[src/rtl/udatapath_pkg.sv]
// udatapath_pkg: ALU opcodes, IR field positions and flag bit indices shared by the datapath.
package udatapath_pkg;
  localparam logic [3:0] ALU_ADD  = 4'd0;
  localparam logic [3:0] ALU_SUB  = 4'd1;
  localparam logic [3:0] ALU_AND  = 4'd2;
  localparam logic [3:0] ALU_OR   = 4'd3;
  localparam logic [3:0] ALU_XOR  = 4'd4;
  localparam logic [3:0] ALU_PASSA = 4'd5;
  localparam logic [3:0] ALU_PASSB = 4'd6;
  localparam logic [3:0] ALU_SLL1 = 4'd7;
  localparam logic [3:0] ALU_SRL1 = 4'd8;
  localparam logic [3:0] ALU_SRA1 = 4'd9;
  localparam int IR_A_LSB = 14;
  localparam int IR_B_LSB = 0;
  localparam int IR_C_LSB = 25;
  localparam int FLAG_Z = 0;
  localparam int FLAG_N = 1;
  localparam int FLAG_C = 2;
  localparam int FLAG_V = 3;
endpackage

[src/rtl/udatapath_regfile.sv]
// udatapath_regfile: register file with two read ports, writeback/external write mux and a clear port.
module udatapath_regfile
  import udatapath_pkg::*;
#(
  parameter int DATAWIDTH_BUS = 32,
  parameter int REG_COUNT = 16,
  parameter int REG_ADDR_WIDTH = 4,
  parameter int IR_INDEX = 6
) (
  input  logic                      clk,
  input  logic                      rstN,
  input  logic [REG_ADDR_WIDTH-1:0] rdAddrA,
  input  logic [REG_ADDR_WIDTH-1:0] rdAddrB,
  output logic [DATAWIDTH_BUS-1:0]  rdDataA,
  output logic [DATAWIDTH_BUS-1:0]  rdDataB,
  input  logic                      wbEn,
  input  logic [REG_ADDR_WIDTH-1:0] wbAddr,
  input  logic [DATAWIDTH_BUS-1:0]  wbData,
  input  logic                      extEn,
  input  logic [REG_ADDR_WIDTH-1:0] extAddr,
  input  logic [DATAWIDTH_BUS-1:0]  extData,
  input  logic                      clrEn,
  input  logic [REG_ADDR_WIDTH-1:0] clrAddr,
  output logic [DATAWIDTH_BUS-1:0]  irOut
);
  logic [DATAWIDTH_BUS-1:0] regs [REG_COUNT];
  logic wrEn;
  logic [REG_ADDR_WIDTH-1:0] wrAddr;
  logic [DATAWIDTH_BUS-1:0] wrData;
  always_comb begin
    wrEn = wbEn || extEn;
    wrAddr = wbEn ? wbAddr : extAddr;
    wrData = wbEn ? wbData : extData;
  end
  // register 0 is never written, so it stays at its reset value of zero; clear is last so it wins
  always_ff @(posedge clk)
    if (!rstN) begin
      for (int i = 0; i < REG_COUNT; i++) regs[i] <= '0;
    end else begin
      if (wrEn && wrAddr != '0) regs[wrAddr] <= wrData;
      if (clrEn) regs[clrAddr] <= '0;
    end
  assign rdDataA = regs[rdAddrA];
  assign rdDataB = regs[rdAddrB];
  assign irOut = regs[IR_INDEX];
endmodule

[src/rtl/udatapath_pipe.sv]
// udatapath_pipe: two-stage issue/execute datapath with forwarding, ALU, flags and register file.
module udatapath_pipe
  import udatapath_pkg::*;
#(
  parameter int DATAWIDTH_BUS = 32,
  parameter int REG_COUNT = 16,
  parameter int REG_ADDR_WIDTH = 4,
  parameter int DATAWIDTH_ALU_SELECTION = 4,
  parameter int IR_INDEX = 6
) (
  input  logic                               uDATAPATH_CLOCK_50,
  input  logic                               uDATAPATH_RESET_InLow,
  input  logic                               uDATAPATH_issue_valid_InHigh,
  output logic                               uDATAPATH_issue_ready_OutHigh,
  input  logic                               uDATAPATH_stall_InHigh,
  input  logic [REG_ADDR_WIDTH-1:0]          uDATAPATH_addrA_InBUS,
  input  logic [REG_ADDR_WIDTH-1:0]          uDATAPATH_addrB_InBUS,
  input  logic [REG_ADDR_WIDTH-1:0]          uDATAPATH_addrC_InBUS,
  input  logic                               uDATAPATH_selA_InHigh,
  input  logic                               uDATAPATH_selB_InHigh,
  input  logic                               uDATAPATH_selC_InHigh,
  input  logic [DATAWIDTH_ALU_SELECTION-1:0] uDATAPATH_aluselection_InBUS,
  input  logic                               uDATAPATH_wben_InHigh,
  input  logic                               uDATAPATH_flagload_InHigh,
  input  logic                               uDATAPATH_extwr_valid_InHigh,
  output logic                               uDATAPATH_extwr_ready_OutHigh,
  input  logic [REG_ADDR_WIDTH-1:0]          uDATAPATH_extwr_addr_InBUS,
  input  logic [DATAWIDTH_BUS-1:0]           uDATAPATH_extwr_data_InBUS,
  input  logic                               uDATAPATH_clear_valid_InHigh,
  input  logic [REG_ADDR_WIDTH-1:0]          uDATAPATH_clear_addr_InBUS,
  output logic [DATAWIDTH_BUS-1:0]           uDATAPATH_data_OutBUS,
  output logic                               uDATAPATH_result_valid_OutHigh,
  output logic                               uDATAPATH_overflow_OutLow,
  output logic                               uDATAPATH_carry_OutLow,
  output logic                               uDATAPATH_negative_OutLow,
  output logic                               uDATAPATH_zero_OutLow,
  output logic [DATAWIDTH_BUS-1:0]           uDATAPATH_Registro_IR,
  output logic [DATAWIDTH_BUS-1:0]           uDATAPATH_BUS_A,
  output logic [DATAWIDTH_BUS-1:0]           uDATAPATH_BUS_B
);
  localparam int MSB = DATAWIDTH_BUS - 1;
  logic stall, accept, wbEn, extEn;
  logic [REG_ADDR_WIDTH-1:0] idxA, idxB, idxC, s1Dest;
  logic [DATAWIDTH_BUS-1:0] rdA, rdB, opA, opB, aluOut, bEff;
  logic [DATAWIDTH_BUS:0] sum;
  logic [DATAWIDTH_ALU_SELECTION-1:0] s1Alu;
  logic s1Valid, s1Wben, s1Flagload, isSub, isArith, aluValid;
  logic [3:0] flags, aluFlags;
  assign stall = uDATAPATH_stall_InHigh;
  assign accept = uDATAPATH_issue_valid_InHigh && !stall;
  assign uDATAPATH_issue_ready_OutHigh = !stall;
  assign wbEn = s1Valid && s1Wben && !stall;
  assign uDATAPATH_extwr_ready_OutHigh = !wbEn;
  assign extEn = uDATAPATH_extwr_valid_InHigh && !wbEn;
  assign {uDATAPATH_overflow_OutLow, uDATAPATH_carry_OutLow, uDATAPATH_negative_OutLow, uDATAPATH_zero_OutLow} =
    ~{flags[FLAG_V], flags[FLAG_C], flags[FLAG_N], flags[FLAG_Z]};
  // operands bypass the register file when stage 1 is about to write the same non-zero index
  always_comb begin
    idxA = uDATAPATH_selA_InHigh ? uDATAPATH_Registro_IR[IR_A_LSB +: REG_ADDR_WIDTH] : uDATAPATH_addrA_InBUS;
    idxB = uDATAPATH_selB_InHigh ? uDATAPATH_Registro_IR[IR_B_LSB +: REG_ADDR_WIDTH] : uDATAPATH_addrB_InBUS;
    idxC = uDATAPATH_selC_InHigh ? uDATAPATH_Registro_IR[IR_C_LSB +: REG_ADDR_WIDTH] : uDATAPATH_addrC_InBUS;
    opA = (s1Valid && s1Wben && idxA == s1Dest && idxA != '0) ? aluOut : rdA;
    opB = (s1Valid && s1Wben && idxB == s1Dest && idxB != '0) ? aluOut : rdB;
  end
  always_comb begin
    isSub = s1Alu == ALU_SUB;
    isArith = isSub || s1Alu == ALU_ADD;
    bEff = isSub ? ~uDATAPATH_BUS_B : uDATAPATH_BUS_B;
    sum = {1'b0, uDATAPATH_BUS_A} + {1'b0, bEff} + {{DATAWIDTH_BUS{1'b0}}, isSub};
    aluOut = isArith ? sum[MSB:0] :
             s1Alu == ALU_AND ? uDATAPATH_BUS_A & uDATAPATH_BUS_B :
             s1Alu == ALU_OR ? uDATAPATH_BUS_A | uDATAPATH_BUS_B :
             s1Alu == ALU_XOR ? uDATAPATH_BUS_A ^ uDATAPATH_BUS_B :
             s1Alu == ALU_PASSA ? uDATAPATH_BUS_A :
             s1Alu == ALU_PASSB ? uDATAPATH_BUS_B :
             s1Alu == ALU_SLL1 ? uDATAPATH_BUS_A << 1 :
             s1Alu == ALU_SRL1 ? uDATAPATH_BUS_A >> 1 :
             s1Alu == ALU_SRA1 ? {uDATAPATH_BUS_A[MSB], uDATAPATH_BUS_A[MSB:1]} : '0;
    aluValid = s1Alu <= ALU_SRA1;
    aluFlags = '0;
    aluFlags[FLAG_V] = isArith && (uDATAPATH_BUS_A[MSB] == bEff[MSB]) && (sum[MSB] != uDATAPATH_BUS_A[MSB]);
    aluFlags[FLAG_C] = isArith && sum[DATAWIDTH_BUS];
    aluFlags[FLAG_N] = aluOut[MSB];
    aluFlags[FLAG_Z] = aluOut == '0;
  end
  always_ff @(posedge uDATAPATH_CLOCK_50)
    if (!uDATAPATH_RESET_InLow) begin
      s1Valid <= 1'b0;
      uDATAPATH_result_valid_OutHigh <= 1'b0;
      uDATAPATH_BUS_A <= '0;
      uDATAPATH_BUS_B <= '0;
      uDATAPATH_data_OutBUS <= '0;
      s1Dest <= '0;
      s1Alu <= '0;
      s1Wben <= 1'b0;
      s1Flagload <= 1'b0;
      flags <= '0;
    end else if (!stall) begin
      s1Valid <= accept;
      uDATAPATH_result_valid_OutHigh <= s1Valid;
      if (accept) begin
        uDATAPATH_BUS_A <= opA;
        uDATAPATH_BUS_B <= opB;
        s1Dest <= idxC;
        s1Alu <= uDATAPATH_aluselection_InBUS;
        s1Wben <= uDATAPATH_wben_InHigh;
        s1Flagload <= uDATAPATH_flagload_InHigh;
      end
      if (s1Valid) uDATAPATH_data_OutBUS <= aluOut;
      if (s1Valid && s1Flagload && aluValid) flags <= aluFlags;
    end
  udatapath_regfile #(
    .DATAWIDTH_BUS(DATAWIDTH_BUS), .REG_COUNT(REG_COUNT),
    .REG_ADDR_WIDTH(REG_ADDR_WIDTH), .IR_INDEX(IR_INDEX)
  ) regfile (
    .clk(uDATAPATH_CLOCK_50), .rstN(uDATAPATH_RESET_InLow),
    .rdAddrA(idxA), .rdAddrB(idxB), .rdDataA(rdA), .rdDataB(rdB),
    .wbEn(wbEn), .wbAddr(s1Dest), .wbData(aluOut),
    .extEn(extEn), .extAddr(uDATAPATH_extwr_addr_InBUS), .extData(uDATAPATH_extwr_data_InBUS),
    .clrEn(uDATAPATH_clear_valid_InHigh), .clrAddr(uDATAPATH_clear_addr_InBUS),
    .irOut(uDATAPATH_Registro_IR)
  );
endmodule

[config.mk]
export PLATFORM = sky130hd
export DESIGN_NAME = udatapath_pipe
export DESIGN_NICKNAME = d
export VERILOG_FILES = /design/src/rtl/udatapath_pkg.sv /design/src/rtl/udatapath_regfile.sv /design/src/rtl/udatapath_pipe.sv
export SDC_FILE = /design/constraint.sdc
export NUM_CORES = 2
export LEC_CHECK = 0
export BUFFER_PORTS_ARGS = -buffer_cell sky130_fd_sc_hd__buf_2
export CAP_MARGIN = 40
export CORE_MARGIN = 3
export CORE_UTILIZATION = 40
export CTS_CLUSTER_DIAMETER = 30
export CTS_CLUSTER_SIZE = 30
export DETAILED_ROUTE_END_ITERATION = 16
export PLACE_DENSITY = 0.58
export SLEW_MARGIN = 20
export SYNTH_ARGS = -nofsm -noshare
export SYNTH_HDL_FRONTEND = slang
export SYNTH_SLANG_ARGS = --single-unit
[constraint.sdc]
create_clock -name uDATAPATH_CLOCK_50 -period 3.5 [get_ports uDATAPATH_CLOCK_50]
set_input_delay 0.35 -clock uDATAPATH_CLOCK_50 [delete_from_list [all_inputs] [get_ports uDATAPATH_CLOCK_50]]
set_output_delay 0.35 -clock uDATAPATH_CLOCK_50 [all_outputs]
set_load 0.01 [all_outputs]
---- Word-level counts from Yosys, hierarchy flattened ----
Memory sizes are Yosys's and may differ from the RTL's.
Index checks and enable logic that the tools add are counted.
Widths: inputs -> output; s select.
storage, ports and cells
  bits in registers ....................... 112
  bits in writable memories ............... 512
  input bits .............................. 67
  logic and storage cells ................. 91
  memories ................................ 1
memories
  memory        depth  bits a word  rd ports  clocked after memory_dff  write ports  RTL line                 source
  regfile.regs  16     32           3         0                         16           udatapath_regfile.sv:26  logic [DATAWIDTH_BUS-1:0] regs [REG_COUNT];
operators by class
  $add $sub $neg .......................... 2
  magnitude comparators ................... 1
  eq/ne operators ......................... 13
  multiplexer cells ....................... 30
  bitwise gates (word level) .............. 6
  reductions and logical operators ........ 28
operator list
  cell                number
  $mux 32             15
  $reduce_or 32->1    2
  $add 32x32->33      1
  $add 33x1->33       1
  $and 32x32->32      1
  $logic_not 32->1    1
  $not 32->32         1
  $or 32x32->32       1
  $xor 32x32->32      1
  $mux 4              6
  $eq 4x3->1 const B  4
  $logic_and 1x1->1   14
  $reduce_bool 4->1   3
  $mux 1              9
  $eq 4x2->1 const B  2
  $eq 4x4->1          2
  $eq 4x4->1 const B  2
  $reduce_and 2->1    3
  $eq 4x1->1 const B  1
  $le 4x4->1 const B  1
  $logic_not 4->1     1
  $not 4->4           1
  $logic_not 1->1     2
  $logic_or 1x1->1    2
  other kinds (3)     3

---- Logic depth before layout (Yosys ltp) ----
  word-level depth ........................ 12
  gate-level depth with buffers ........... 18

---- By module ----
Synthesis repeated with hierarchy kept, for this count alone.
second synthesis, totals
  cells, all modules ...................... 3980
  area, all modules ....................... 38808.5 um^2
modules (own cells, without submodules)
  module             times used  cells each  area each (um^2)  seq. area each (um^2)
  udatapath_regfile  1           2519        28158.3           10249.8
  udatapath_pipe     1           1461        10650.2           2242.2

---- Worst setup path before layout ----
OpenSTA, ideal clock, no wires.
  path type ............................... flip-flop to flip-flop
  start ................................... register s1Alu[2]
  end ..................................... memory regfile.regs[12][18]
  setup time .............................. 0.128 ns
  arrival ................................. 3.757 ns
  data required time ...................... 3.372 ns
  setup slack ............................. -0.385 ns
  cell stages (with the launch flop) ...... 19
  path buffers ............................ 5
  period minus slack after synthesis ...... 3.885 ns
  cell sequence ........................... dfxtp_1 > buf_4 > nor4b_2 > buf_4 > buf_1 > xnor2_1 > ha_1 > buf_2 > a211oi_1 > nor2_1 > o21a_1 > or3_1 > a21o_1 > a31oi_2 > o21a_2 > buf_2 > nor2_1 > a31oi_1 > nor2_1
RTL lines
  item                      RTL line                 source
  start: declaration        udatapath_pipe.sv:46     logic [DATAWIDTH_ALU_SELECTION-1:0] s1Alu;
  start signal: assignment  udatapath_pipe.sv:105    s1Alu <= uDATAPATH_aluselection_InBUS;
  end: declaration          udatapath_regfile.sv:26

==> metrics.txt <==
CTS tree=built; largest area contributor in the netlist=dfxtp_1; part of the power in the clock network=a little under three fifths; Netlist cell types=96; register bit total from synthesis=between 600 and 700; H-tree levels=4; post-DP HPWL=approximately 120000 µm; Main synth FF type=dfxtp_1; fillcell total=approximately 8500; synth warn=0; Post-synth EDFFs=0; Post-Route Utilization=54.2%; CTS root buffer=clkbuf_16; P_leak=19.7 nW; CP Class=reg2reg; max cap viols=0; setup TNS=-77.59 ns; Tmin final=3.87 ns; Peak Freq=between 200 and 300 MHz; Num CTS Buffers=148; worst ir drop on vdd=0.314 mV; commonest cells in the netlist=nor2_1 (658), dfxtp_1 (624), nand2_1 (609), nand3_1 (429), a21oi_1 (369); Die ar.=just under 100000 µm²; initial antenna violation count=5; Final Cell Area=49900 µm²; io pins=202; crit path capture type=register; Initial Utilization=about two fifths; register area share after synthesis=approximately 33%; crit path DAT=approximately 4.5 ns; Worst slew margin=38.5%; Slew Limit Fails=0; drt first pass iters=8; area grow syn2layout=33.4%; routability-driven placement congestion ratio=around 1; clk_lat worst skew=0.74 ns; Layout Cells excl Fill=between 6000 and 7000; clock slew at reported path FFs=around 0.05 ns; All-Layer GR Usage=about a third; first-pass GRT wire length=~250000 µm; Final Cycle Share=111%; FP Rows=111; Logic pwr share=~16%; Cell Int Power=between 0.015 and 0.02 W; Avg Vias per Cell=~6.3; Die Span Y=between 300 and 400 µm; Residual DRC=0; worst hold-check path type=in2reg; fraction of layout instances using a drive strength above 1=29.0%; Synth Instances=between 4000 and 5000; syn avg cell area=between 8 and 9 µm²; Synth top area share=33.4%; clk sink count=~620; Final Hold Vio Count=0; Post-Syn Nets=4723; # nets final=around 5000; Power Dens Cells=519 nW/µm²; top post-synthesis cells by area=dfxtp_1 (33%), mux4_2 (15%), nor2_1 (6.6%); number of port buffers=about 200; Horiz. Die Dim=312 µm; clock skew=approximately 0.026 ns; clk buf depth=3; violated checks=setup timing; RSZ-0062 raised after global routing=yes; pin count of the biggest net entering global routing=between 150 and 200; grt total ovfl=0; Pwr Total=~0.026 W; crit-path max FO=15; placed cells=about 6000; outcome=complete, but fails checks; sequential share of power=between 20 and 30%; final wirelength=176000 µm; number of DRC markers in iteration 0=5058; setup ws final=-0.374 ns; CP startpoint kind=register; switching share of power=between 20% and 30%; WP data required=between 4 and 5 ns; count leader, synth=nor2_1; cell area after synthesis=about 37000 µm²; worst slew pin tran=around 0.92 ns; total core area=92200 µm²; ys async rst share=0%; Final Setup Violations=approximately 460; Area after DPL=approximately 43000 µm²; switching pwr=just over 0.007 W; number of global-route vias before repair=~37000; vias post-DR=slightly below 40000; Final ANT Viol Nets=0; DR WL/cell=27.7 µm
## logic make-up (layout without fill, tap and decap cells)
| group | Yosys count | after routing | synth area share, % |
|---|---|---|---|
| AND/OR/NAND/NOR | 1903 | 1903 | 22.0 |
| AO/OA/AOI/OAI | 1068 | 1068 | 18.1 |
| flip-flops | 624 | 624 | 33.4 |
| buffers and inverters | 530 | 1071 | 5.84 |
| multiplexers | 287 | 287 | 16.2 |
| adder cells (fa/ha/maj) | 98 | 98 | 3.30 |
| XOR/XNOR | 48 | 48 | 1.12 |
| other | 0 | 3 | 0 |
## layout by cell type (no fill, tap or decap), types with 151 or more instances in the layout
cell type and count:
a21oi_1 331, a31oi_1 243, buf_2 200, buf_4 397
clkbuf_16 151, dfxtp_1 621, mux4_2 254, nand2_1 591
nand3_1 426, nor2_1 625
## worst max-delay path: stages (launching register included)
cell	delay [ns]
dfxtp_2	0.33
nor4b_4	0.32
buf_12	0.18
buf_12	0.15
xnor2_4	0.09
ha_1	0.31
nand4_1	0.21
or3_4	0.40
o32ai_4	0.23
o21ai_4	0.12
o21a_4	0.26
buf_4	0.14
o311a_4	0.42
o21ai_4	0.18
buf_12	0.19
nand2_1	0.10
a21oi_2	0.13
## repair_timing
item,4_1_cts,5_1_grt
hold buffers,11,0
setup buffers,39,11
hold endpoints to repair,11,0
endpoints found under the setup margin,477,505
gates resized for setup,200,68
cloned,4,1
pin swaps,106,52
## through the flow
step                      setup WS [ns]  hold slack, ns
after floorplan                 -0.0189           0.442
after global placement           -0.527           0.454
after detailed placement         -0.488           0.459
after CTS                        -0.283         0.00154
after global routing             -0.469          0.0287
final                            -0.374          0.0269
## final cells by class
cell class	count	area, µm²	share of cell area (%)
sequential	624	12500	25.0
timing repair buffer	716	6090	12.2
clock inverter	77	1090	2.18
antenna	3	7.51	0.0150
tap	1243	1560	3.11
multi-input combinational	3404	24200	48.5
inverter	87	329	0.659
clock buffer	191	4150	8.30
## per-layer routing
metal | GRT usage, % | up-vias | share of wire (%)
met5 | 0 | - | 0.019
met4 | 22.7 | 6 | 7.4
met3 | 9.71 | 563 | 11
met2 | 53.5 | 2492 | 44
met1 | 43.1 | 19300 | 37
li1 | - | 17400 | -
## registers in the layout (all words and copies together), names as in the netlist
register and flops:
uDATAPATH_BUS_B 32, s1Valid 1, s1Wben 1, s1Flagload 1
s1Dest 4, uDATAPATH_data_OutBUS 32, uDATAPATH_BUS_A 32, uDATAPATH_result_valid_OutHigh 1
regfile.regs 512, s1Alu 4, flags 4
## final timing paths
path,cells past startpoint,end,start,slack (ns)
setup / recovery,16,regfile.regs[6][31],s1Alu[2],-0.37
setup reg to reg,16,regfile.regs[6][31],s1Alu[2],-0.37
hold / removal,3,s1Dest[0],uDATAPATH_addrC_InBUS[0],0.03
hold reg to reg,2,uDATAPATH_data_OutBUS[0],uDATAPATH_data_OutBUS[0],0.46
## power groups by stage
stage,Sequential (W),Combinational (W),Clock (W)
after floorplan,0.00754,0.00169,0
after global placement,0.00752,0.00360,0
after detailed placement,0.00752,0.00360,0
after CTS,0.00739,0.00394,0.0145
after global routing,0.00741,0.00429,0.0149
final,0.00740,0.00414,0.0144
No activity file was read; power rests on OpenSTA's default activity.
